<file path="config.mk">
export PLATFORM = sky130hd
export DESIGN_NAME = gfx_cmd_scheduler_flat
export DESIGN_NICKNAME = d
export VERILOG_FILES = /design/src/rtl/gfx_cmd_scheduler_if.sv /design/src/rtl/gfx_cmd_scheduler.sv /design/src/flat_wrapper.sv
export SDC_FILE = /design/constraint.sdc
export NUM_CORES = 1
export LEC_CHECK = 0
export ABC_CLOCK_PERIOD_IN_PS = 3450
export BUFFER_PORTS_ARGS = -buffer_cell sky130_fd_sc_hd__clkbuf_2
export CAP_MARGIN = 20
export CORE_AREA = 8 8 159 221
export CTS_BUF_LIST = sky130_fd_sc_hd__clkbuf_4 sky130_fd_sc_hd__clkbuf_8
export DETAILED_ROUTE_END_ITERATION = 8
export DIE_AREA = 0 0 167 229
export PLACE_DENSITY = 0.53
export RECOVER_POWER = 25
export SETUP_SLACK_MARGIN = 0.1
export SYNTH_ARGS = -nofsm -noshare
export SYNTH_HDL_FRONTEND = slang
export SYNTH_SLANG_ARGS = --single-unit
</file>
<file path="constraint.sdc">
create_clock -name clk -period 3.45 [get_ports clk]
set_input_delay 0.5175 -clock clk [delete_from_list [all_inputs] [get_ports clk]]
set_output_delay 0.5175 -clock clk [all_outputs]
set_load 0.01 [all_outputs]
</file>
<file path="src/rtl/gfx_cmd_scheduler_if.sv">
// Host-side command channel of the graphics command scheduler: valid/ready handshake
// plus the fill/blit operand fields carried with each command.
interface gfx_cmd_scheduler_if;
  logic       cmd_valid;
  logic       cmd_ready;
  logic       cmd_op;
  logic       cmd_fill_value;
  logic [8:0] cmd_x1;
  logic [7:0] cmd_y1;
  logic [8:0] cmd_x2;
  logic [7:0] cmd_y2;
  logic [8:0] cmd_w;
  logic [7:0] cmd_h;

  modport master (
    output cmd_valid, cmd_op, cmd_fill_value,
    output cmd_x1, cmd_y1, cmd_x2, cmd_y2, cmd_w, cmd_h,
    input  cmd_ready
  );

  modport slave (
    input  cmd_valid, cmd_op, cmd_fill_value,
    input  cmd_x1, cmd_y1, cmd_x2, cmd_y2, cmd_w, cmd_h,
    output cmd_ready
  );
endinterface

</file>
<file path="src/rtl/gfx_cmd_scheduler.sv">
// Queues fill/blit commands from the host registers and issues them one at a time to the
// graphics engine, holding the operands stable until the engine has finished.
module gfx_cmd_scheduler #(
  parameter int DEPTH       = 4,
  parameter int ADDR_W      = 2,
  parameter int ACK_TIMEOUT = 15
) (
  input  logic                clk,
  input  logic                rst_n,
  gfx_cmd_scheduler_if.slave  cmd_if,
  input  logic                flush_i,
  input  logic                engine_busy_i,
  output logic                start_fill_o,
  output logic                start_blit_o,
  output logic                fill_value_o,
  output logic [8:0]          x1_o,
  output logic [7:0]          y1_o,
  output logic [8:0]          x2_o,
  output logic [7:0]          y2_o,
  output logic [8:0]          op_width_o,
  output logic [7:0]          op_height_o,
  output logic [ADDR_W:0]     queue_count_o,
  output logic                idle_o
);

  localparam int              CNT_W    = $clog2(ACK_TIMEOUT + 1);
  localparam logic [ADDR_W:0] FULL_CNT = (ADDR_W + 1)'(DEPTH);

  typedef struct packed {
    logic       op;
    logic       fill_value;
    logic [8:0] x1;
    logic [7:0] y1;
    logic [8:0] x2;
    logic [7:0] y2;
    logic [8:0] w;
    logic [7:0] h;
  } entry_t;

  typedef enum logic [1:0] {
    S_IDLE      = 2'd0,
    S_ISSUE     = 2'd1,
    S_WAIT_ACK  = 2'd2,
    S_WAIT_DONE = 2'd3
  } state_t;

  state_t            state_q, state_d;
  entry_t            mem_q [DEPTH];
  entry_t            in_s;
  entry_t            head_s;
  entry_t            op_q, op_d;
  logic [ADDR_W-1:0] wr_ptr_q, wr_ptr_d;
  logic [ADDR_W-1:0] rd_ptr_q, rd_ptr_d;
  logic [ADDR_W:0]   count_q, count_d;
  logic [CNT_W-1:0]  cnt_q, cnt_d;
  logic              ready_q;
  logic              start_fill_q, start_fill_d;
  logic              start_blit_q, start_blit_d;
  logic              idle_q, idle_d;
  logic              push_s;
  logic              pop_s;

  assign in_s   = {cmd_if.cmd_op, cmd_if.cmd_fill_value, cmd_if.cmd_x1, cmd_if.cmd_y1,
                   cmd_if.cmd_x2, cmd_if.cmd_y2, cmd_if.cmd_w, cmd_if.cmd_h};
  assign head_s = mem_q[rd_ptr_q];
  // ready_q mirrors (count_q != DEPTH), so a full queue refuses a push even when popping
  assign push_s = cmd_if.cmd_valid & ready_q;
  assign pop_s  = (state_q == S_IDLE) && (count_q != '0);

  // FIFO pointer and occupancy next-state; flush beats a simultaneous push
  always_comb begin
    wr_ptr_d = wr_ptr_q;
    rd_ptr_d = rd_ptr_q;
    count_d  = count_q;
    if (flush_i) begin
      wr_ptr_d = '0;
      rd_ptr_d = '0;
      count_d  = '0;
    end else begin
      if (push_s) begin
        wr_ptr_d = wr_ptr_q + ADDR_W'(1);
      end else begin
        wr_ptr_d = wr_ptr_q;
      end
      if (pop_s) begin
        rd_ptr_d = rd_ptr_q + ADDR_W'(1);
      end else begin
        rd_ptr_d = rd_ptr_q;
      end
      case ({push_s, pop_s})
        2'b10:   count_d = count_q + (ADDR_W + 1)'(1);
        2'b01:   count_d = count_q - (ADDR_W + 1)'(1);
        default: count_d = count_q;
      endcase
    end
  end

  // Sequencer next-state, operand capture and start pulse generation
  always_comb begin
    state_d      = state_q;
    cnt_d        = cnt_q;
    op_d         = op_q;
    start_fill_d = 1'b0;
    start_blit_d = 1'b0;
    case (state_q)
      S_IDLE: begin
        if (pop_s) begin
          op_d    = head_s;
          state_d = S_ISSUE;
        end else begin
          state_d = S_IDLE;
        end
      end
      S_ISSUE: begin
        start_fill_d = ~op_q.op;
        start_blit_d = op_q.op;
        cnt_d        = '0;
        state_d      = S_WAIT_ACK;
      end
      S_WAIT_ACK: begin
        cnt_d = cnt_q + CNT_W'(1);
        if (engine_busy_i) begin
          state_d = S_WAIT_DONE;
        end else if (cnt_d == CNT_W'(ACK_TIMEOUT)) begin
          // engine never went busy: treat as a zero-area op that already finished
          state_d = S_IDLE;
        end else begin
          state_d = S_WAIT_ACK;
        end
      end
      S_WAIT_DONE: begin
        if (!engine_busy_i) begin
          state_d = S_IDLE;
        end else begin
          state_d = S_WAIT_DONE;
        end
      end
      default: state_d = S_IDLE;
    endcase
    idle_d = (state_d == S_IDLE) && (count_d == '0);
  end

  // Command storage; contents are qualified by the pointers so no reset is needed
  always_ff @(posedge clk) begin
    if (push_s && !flush_i) begin
      mem_q[wr_ptr_q] <= in_s;
    end
  end

  // Sequencer, FIFO control and registered output state
  always_ff @(posedge clk or negedge rst_n) begin
    if (!rst_n) begin
      state_q      <= S_IDLE;
      wr_ptr_q     <= '0;
      rd_ptr_q     <= '0;
      count_q      <= '0;
      cnt_q        <= '0;
      op_q         <= '0;
      start_fill_q <= 1'b0;
      start_blit_q <= 1'b0;
      idle_q       <= 1'b0;
      ready_q      <= 1'b0;
    end else begin
      state_q      <= state_d;
      wr_ptr_q     <= wr_ptr_d;
      rd_ptr_q     <= rd_ptr_d;
      count_q      <= count_d;
      cnt_q        <= cnt_d;
      op_q         <= op_d;
      start_fill_q <= start_fill_d;
      start_blit_q <= start_blit_d;
      idle_q       <= idle_d;
      ready_q      <= (count_d != FULL_CNT);
    end
  end

  assign cmd_if.cmd_ready = ready_q;
  assign start_fill_o     = start_fill_q;
  assign start_blit_o     = start_blit_q;
  assign fill_value_o     = op_q.fill_value;
  assign x1_o             = op_q.x1;
  assign y1_o             = op_q.y1;
  assign x2_o             = op_q.x2;
  assign y2_o             = op_q.y2;
  assign op_width_o       = op_q.w;
  assign op_height_o      = op_q.h;
  assign queue_count_o    = count_q;
  assign idle_o           = idle_q;

endmodule

</file>
<file path="src/flat_wrapper.sv">
// flat-port wrapper written by rule: the top's interface ports become plain ports
module gfx_cmd_scheduler_flat 
#(
  parameter int DEPTH       = 4,
  parameter int ADDR_W      = 2,
  parameter int ACK_TIMEOUT = 15
)
  (clk, rst_n, flush_i, engine_busy_i, start_fill_o, start_blit_o, fill_value_o, x1_o, y1_o, x2_o, y2_o, op_width_o, op_height_o, queue_count_o, idle_o, cmd_if_cmd_valid, cmd_if_cmd_op, cmd_if_cmd_fill_value, cmd_if_cmd_x1, cmd_if_cmd_y1, cmd_if_cmd_x2, cmd_if_cmd_y2, cmd_if_cmd_w, cmd_if_cmd_h, cmd_if_cmd_ready);
  gfx_cmd_scheduler_if cmd_if_i ();
  input  logic clk;
  input  logic rst_n;
  input  logic flush_i;
  input  logic engine_busy_i;
  output logic start_fill_o;
  output logic start_blit_o;
  output logic fill_value_o;
  output logic [8:0] x1_o;
  output logic [7:0] y1_o;
  output logic [8:0] x2_o;
  output logic [7:0] y2_o;
  output logic [8:0] op_width_o;
  output logic [7:0] op_height_o;
  output logic [ADDR_W:0] queue_count_o;
  output logic idle_o;
  input wire logic [$bits(cmd_if_i.cmd_valid)-1:0] cmd_if_cmd_valid;
  input wire logic [$bits(cmd_if_i.cmd_op)-1:0] cmd_if_cmd_op;
  input wire logic [$bits(cmd_if_i.cmd_fill_value)-1:0] cmd_if_cmd_fill_value;
  input wire logic [$bits(cmd_if_i.cmd_x1)-1:0] cmd_if_cmd_x1;
  input wire logic [$bits(cmd_if_i.cmd_y1)-1:0] cmd_if_cmd_y1;
  input wire logic [$bits(cmd_if_i.cmd_x2)-1:0] cmd_if_cmd_x2;
  input wire logic [$bits(cmd_if_i.cmd_y2)-1:0] cmd_if_cmd_y2;
  input wire logic [$bits(cmd_if_i.cmd_w)-1:0] cmd_if_cmd_w;
  input wire logic [$bits(cmd_if_i.cmd_h)-1:0] cmd_if_cmd_h;
  output wire logic [$bits(cmd_if_i.cmd_ready)-1:0] cmd_if_cmd_ready;
  assign cmd_if_i.cmd_valid = cmd_if_cmd_valid;
  assign cmd_if_i.cmd_op = cmd_if_cmd_op;
  assign cmd_if_i.cmd_fill_value = cmd_if_cmd_fill_value;
  assign cmd_if_i.cmd_x1 = cmd_if_cmd_x1;
  assign cmd_if_i.cmd_y1 = cmd_if_cmd_y1;
  assign cmd_if_i.cmd_x2 = cmd_if_cmd_x2;
  assign cmd_if_i.cmd_y2 = cmd_if_cmd_y2;
  assign cmd_if_i.cmd_w = cmd_if_cmd_w;
  assign cmd_if_i.cmd_h = cmd_if_cmd_h;
  assign cmd_if_cmd_ready = cmd_if_i.cmd_ready;
  gfx_cmd_scheduler #(.DEPTH(DEPTH), .ADDR_W(ADDR_W), .ACK_TIMEOUT(ACK_TIMEOUT)) u_core (.clk(clk), .rst_n(rst_n), .cmd_if(cmd_if_i), .flush_i(flush_i), .engine_busy_i(engine_busy_i), .start_fill_o(start_fill_o), .start_blit_o(start_blit_o), .fill_value_o(fill_value_o), .x1_o(x1_o), .y1_o(y1_o), .x2_o(x2_o), .y2_o(y2_o), .op_width_o(op_width_o), .op_height_o(op_height_o), .queue_count_o(queue_count_o), .idle_o(idle_o));
endmodule
</file>
# Word-level counts from Yosys, hierarchy flattened
# Memories as Yosys holds them, arrays and structs flattened. A register that Yosys moved wholly into a read port is not among the register bits.
# Index checks and enable logic that the tools add are counted.
[word_totals] reg_bits=17 memories=1 elab_cells=53 input_bits=58 mem_bits_rw=212
[op_classes] bitwise=2 add_sub_neg=5 eq_ne=7 reduce_logical=13 mux=16
[memory_table] name="u_core.mem_q" depth=4 width=53 rd=1 rd_ports_with_merged_regs=1 write_ports=1 line_no="gfx_cmd_scheduler.sv:48" rtl="entry_t mem_q [DEPTH];"
[ops] cell="2-bit 2-to-1 mux" n=7
[ops] cell="2-bit one-hot mux with 4 select lines" n=1
[ops] cell="4-bit one-hot mux with 2 select lines" n=1
[ops] cell="2-bit == test, second input constant" n=3
[ops] cell="3-bit one-hot mux with 2 select lines" n=1
[ops] cell="2-bit nonzero test" n=3
[ops] cell="1-bit 2-to-1 mux" n=5
[ops] cell="2-bit by 1-bit adder with 2-bit output, second input constant" n=2
[ops] cell="4-bit by 1-bit adder with 4-bit output, second input constant" n=1
[ops] cell="2-bit by 1-bit == test with 1-bit output, second input constant" n=2
[ops] cell="4-bit == test, second input constant" n=1
[ops] cell="2-bit logical NOT" n=2
[ops] cell="3-bit by 1-bit adder with 3-bit output, second input constant" n=1
[ops] cell="1-bit logical AND" n=3
[ops] cell="3-bit logical NOT" n=1
[ops] cell="3-bit 2-to-1 mux" n=1
[ops] cell="3-bit != test, second input constant" n=1
[ops] cell="3-bit nonzero test" n=1
[ops] cell="3-bit by 1-bit subtractor with 3-bit output, second input constant" n=1
[ops] cell="1-bit logical NOT" n=2
[ops] cell="2-bit AND reduction" n=1
[ops] cell="1-bit AND" n=1
[ops] cell="1-bit inverter" n=1

# Depth between registers and ports, before layout
[depth] depth_word=7 depth_mapped=12 ltp_nobuf=10

# Least setup slack after synthesis
# OpenSTA, ideal clock, no wires.
[synth_timing] kind="register to register" from="register u_core.count_q[0], in the netlist u_core.queue_count_o[0]" to="register u_core.idle_q, in the netlist u_core.idle_o" stages_incl_launch_ff=11 t_arrival_ps=2565 synth_period_minus_slack_ps=2693 n_path_buf=2 path_slack_ps=757 required_ps=3322 path_cell_list="dfrtp_1 o31ai_4 inv_2 buf_2 buf_2 ha_1 fa_1 xnor2_1 or3_1 a21oi_1 nor4b_2"
[synth_via] elab_chain_cells=7 elab_cells_between_ends=13
[synth_rtl] item="from (decl)" line_no="gfx_cmd_scheduler.sv:54" rtl="logic [ADDR_W:0] count_q, count_d;"
[synth_rtl] item="from (signal assigned)" line_no="gfx_cmd_scheduler.sv:167" rtl="count_q <= count_d;"
[synth_rtl] item="parallel branches: the longest is 3 deep, another holds 3-bit by 1-bit subtractor with 3-bit output"
[synth_rtl] item="3-bit one-hot mux with 2 select lines (*)" line_no="gfx_cmd_scheduler.sv:90" rtl="case ({push_s, pop_s})"
[synth_rtl] item="3-bit 2-to-1 mux (*)" line_no="gfx_cmd_scheduler.sv:75" rtl="if (flush_i) begin"
[synth_rtl] item="net u_core.count_d[2]" line_no="gfx_cmd_scheduler.sv:54"
[synth_rtl] item="3-bit logical NOT (*)" line_no="gfx_cmd_scheduler.sv:140" rtl="idle_d = (state_d == S_IDLE) && (count_d == '0);"
[synth_rtl] item="1-bit logical AND (*)" line_no="gfx_cmd_scheduler.sv:140"
[synth_rtl] item="net u_core.idle_d" line_no="gfx_cmd_scheduler.sv:59" rtl="logic idle_q, idle_d;"
[synth_rtl] item="to (signal assigned)" line_no="gfx_cmd_scheduler.sv:172" rtl="idle_q <= idle_d;"
[synth_rtl] item="to (decl)" line_no="gfx_cmd_scheduler.sv:59"
# Mark *: on every way through the listed nets, which the timed path passes.
# A chain may end at the register's enable or synchronous reset.

# Worst setup path in the final report
[layout_timing] from="register u_core.state_q[1]" to="register u_core.idle_q, in the netlist u_core.idle_o"
[layout_via] elab_chain_cells=7 elab_cells_between_ends=14
[layout_rtl] item="from (decl)" line_no="gfx_cmd_scheduler.sv:47" rtl="state_t state_q, state_d;"
[layout_rtl] item="from (signal assigned)" line_no="gfx_cmd_scheduler.sv:164" rtl="state_q <= state_d;"
[layout_rtl] item="2-bit logical NOT (*)" line_no="gfx_cmd_scheduler.sv:68" rtl="assign pop_s = (state_q == S_IDLE) && (count_q != '0);"
[layout_rtl] item="1-bit logical AND (*)" line_no="gfx_cmd_scheduler.sv:68"
[layout_rtl] item="2-bit by 1-bit == test with 1-bit output or 2-bit == test (tied branches)" line_no="gfx_cmd_scheduler.sv:90"
[layout_rtl] item="3-bit one-hot mux with 2 select lines (*)" line_no="gfx_cmd_scheduler.sv:90"
[layout_rtl] item="3-bit 2-to-1 mux (*)" line_no="gfx_cmd_scheduler.sv:75"
[layout_rtl] item="net u_core.count_d[2]" line_no="gfx_cmd_scheduler.sv:54"
[layout_rtl] item="3-bit logical NOT (*)" line_no="gfx_cmd_scheduler.sv:140"
[layout_rtl] item="1-bit logical AND (*)" line_no="gfx_cmd_scheduler.sv:140"
[layout_rtl] item="net u_core.idle_d" line_no="gfx_cmd_scheduler.sv:59"
# The timed path passes the listed nets; every way through them passes the cells marked *.

==> flow_summary.yaml <==
floorplan:
  io_pins: 117
  die_area_um2: 38200
  die_width_um: 167
  core_um2: 31900
  initial_core_util_pct: 34.3
  die_y_um: 229
  rows: 78
cells_and_area:
  nets: 804
  seq_area_um2: 8120
  drive_above_1_share_pct: 27.6
  area_growth_pct: 13.9
  multi_input_area_um2: 2280
  fillers: 2948
  final_area_um2: 12500
timing:
  period_minus_slack_ns: 2.41
  setup_viol: 0
  tightest_slew_ns: 0.865
  rsz0062_at_grt: "false"
  finClkSkew_ns: 0.0124
  timing.fmax_ghz: 0.415
  slew_violations: 0
  tns_ns: 0
  fin_crit_sh_pct: 69.8
  hold_viol: 0
  relSlewSlack_pct: 42.3
  worst_hold_slack_ns: 0.0386
drt:
  drtIter0Drc: 293
  ant_nets: 0
  routed_wl_um: 21800
  wl_per_cell_um: 18.7
  drt_drc_violations_left: 0
  route.met2.wl_um: 11600
  wl_met3_um: 1000
  first_pass_iters: 5
  via_per_inst: 4.60
  vias: 5377
  m1WireLength_um: 8780
  maxUsedRoutingLayer: "met5"
power_and_ir_drop:
  p_total_mw: 9.66
  vdd.ir_drop.worst_mv: 0.318
  switching_power_mw: 2.88
  seqPwrFrac_pct: 46.8
  p_leak_nw: 4.64
  sw_frac_of_total_pct: 29.8
  pwr_density_cell_nw_per_um2: 776
  power_frac_comb_pct: 23.3
  p_clk_share_pct: 29.8
  internal-power_mw: 6.77
worst_setup_path:
  crit_path_end_kind: "flip-flop"
  worstSetupStartpoint: "u_core.state_q[1]$_DFF_PN0_"
  cp.required_ns: 3.88
  cp.arrival_ns: 2.84
  r2r_start: "u_core.state_q[1]$_DFF_PN0_"
  startpoint_type: "flip-flop"
  crit_slowest_cell: "dfrtp_1"
  worstPathMaxFanout: 6
  crit_type: "flip-flop to flip-flop"
  path_cells: "inv_1 > ha_1 > o31ai_4 > inv_2 > ha_1 > fa_1 > xnor2_1 > or3_1 > a21oi_1 > nor4b_2"
  crit_top_cell: "ha_1"
  cpPeakStageDelay_ns: 0.43
placement:
  io_buffers: 116
  place.gp.congestion: 0.702
  dp_hpwl_um: 12700
  placement.cell_area_um2: 11600
clocking:
  cts_buffers: 43
  ctsResizeCount: 0
  cts_tree: "done"
  cts_setup_buffers: 0
  cts.clk_slew.worst_paths_ns: 0.07
  clock_path_buffers: 3
  cts_sinks: 282
  clk_latency_ns: 0.55
  cts_hold_repair.buffers: 0
  htree_levels: 2
  cts-root-buf: "clkbuf_8"
global_routing:
  grt_max_degree: 56
  overflow: 0
  grt_pass1_wl_um: 34000
  grt_usage_pct: 11.5
  antenna_found_initial: 4
  grt_pass1_vias: 5879
logic_synthesis:
  syn-num-nets: 713
  synth_cells: 643
  ys_seq_elements: 282
  synth_area_per_cell_um2: 17.0
  synthFlopType: "edfxtp_1"
  synth_seq_area_share_pct: 74.3
  yosysUniqueCellTypes: 29
  ys.warnings.count: 0
  async_flop_share_pct: 24.8
  synth_edf_count: 212
  synth.cell_area_um2: 10900
flow_run:
  drv_cap: 0
run_status:
  outcome: "complete, no violations"
min_path:
  hp-class: "primary input to asynchronous set/reset pin"
[path summary, 6_finish.rpt]
kind | endpoint | slack, ns | cells past startpoint
setup / recovery | u_core.idle_o$_DFF_PN0_ | 1.04 | 10
hold / removal | u_core.queue_count_o[0]$_DFF_PN0_ | 0.04 | 1
setup reg to reg | u_core.idle_o$_DFF_PN0_ | 1.04 | 10
hold reg to reg | u_core.start_fill_o$_DFF_PN0_ | 0.44 | 1
max in group asynchronous | u_core.x2_o[7]$_DFFE_PN0P_ | 2.67 | 2
min in group clk | u_core.mem_q[3][6]$_DFFE_PP_ | 0.21 | 1
[power by group through the flow]
stage | Combinational [mW] | Sequential (mW) | Clock (mW)
detailed placement | 2.35 | 4.60 | 0
finish | 2.25 | 4.52 | 2.88
global route | 2.54 | 4.60 | 3.12
global placement | 2.33 | 4.59 | 0
CTS | 2.35 | 4.54 | 2.99
floorplan | 2.00 | 4.45 | 0
[critical path: cells and delay by family (launching register included)]
kind / cells / cell delay (ns)
adders and majority gates: 3 / 0.84
DFF: 1 / 0.43
and+or+nand+nor: 2 / 0.39
AOI/OAI and AO/OA: 2 / 0.34
buffers and inverters: 2 / 0.15
xor gates and xnor gates: 1 / 0.14
[layout by cell type (no fill, tap or decap), types with 5 or more instances in the layout]
cell type and instances:
nand2_1 164, clkinv_1 7, clkbuf_2 73, clkbuf_4 11
inv_1 9, edfxtp_1 212, clkbuf_1 42, dfrtp_1 68
a21oi_1 5, mux4_2 53, nor2_1 9, o21ai_0 5
clkbuf_8 51, ha_1 11
[state kept, by name, summed over array words and instances (netlist names)]
name                     flops
u_core.wr_ptr_q              2
u_core.x1_o                  9
u_core.cnt_q                 4
u_core.mem_q               212
u_core.rd_ptr_q              2
u_core.start_blit_o          1
u_core.queue_count_o         3
u_core.fill_value_o          1
u_core.y2_o                  8
u_core.op_q                  1
u_core.state_q               2
u_core.y1_o                  8
u_core.op_width_o            9
u_core.cmd_if.cmd_ready      1
u_core.start_fill_o          1
u_core.x2_o                  9
u_core.idle_o                1
u_core.op_height_o           8
[cell usage after synthesis, drive strengths merged, types with 5 or more instances]
cell type,number,area share (%)
a21oi,5,0.23
and2,5,0.29
buf,66,4.3
clkbuf,9,0.31
dfrtp,70,16
edfxtp,212,58
ha,11,1.3
inv,10,0.34
mux4,53,11
nand2,164,5.6
nor2,9,0.31
o21ai,6,0.27
[layer usage]
layer	vias to the layer above	global-route usage [%]
li1	2479	-
met1	2739	13.0
met2	116	20.4
met3	37	3.24
met4	6	4.26
met5	-	0
[through the flow]
stage	worst slack (ns)	util, %	cells
2_1_floorplan	0.757	-	643
3_3_place_gp	1.08	36.3	1089
3_5_place_dp	1.04	36.3	1089
4_1_cts	1.02	39.2	1167
5_1_grt	0.824	39.0	1168
6_report	1.04	39.0	1168
[cells by family (layout without fill, tap and decap cells)]
logic type,count (synthesis),after routing,share of synthesized area [%]
mux,54,54,11.0
fa+ha+maj,12,12,1.44
compound gates,14,14,0.835
xor+xnor,7,7,0.561
buf+inv,85,209,4.98
simple gates,189,189,6.92
other cells,0,1,0
flops,282,282,74.3
[layout make-up]
class,count,share of cell area (%)
sequential,282,65.2
multi-input combinational,276,18.3
clock buffer,62,6.30
timing repair buffer,121,4.76
tap,400,4.02
clock inverter,16,1.04
inverter,10,0.301
antenna,1,0.0201
Note: power is estimated with default switching activity, not from simulation.
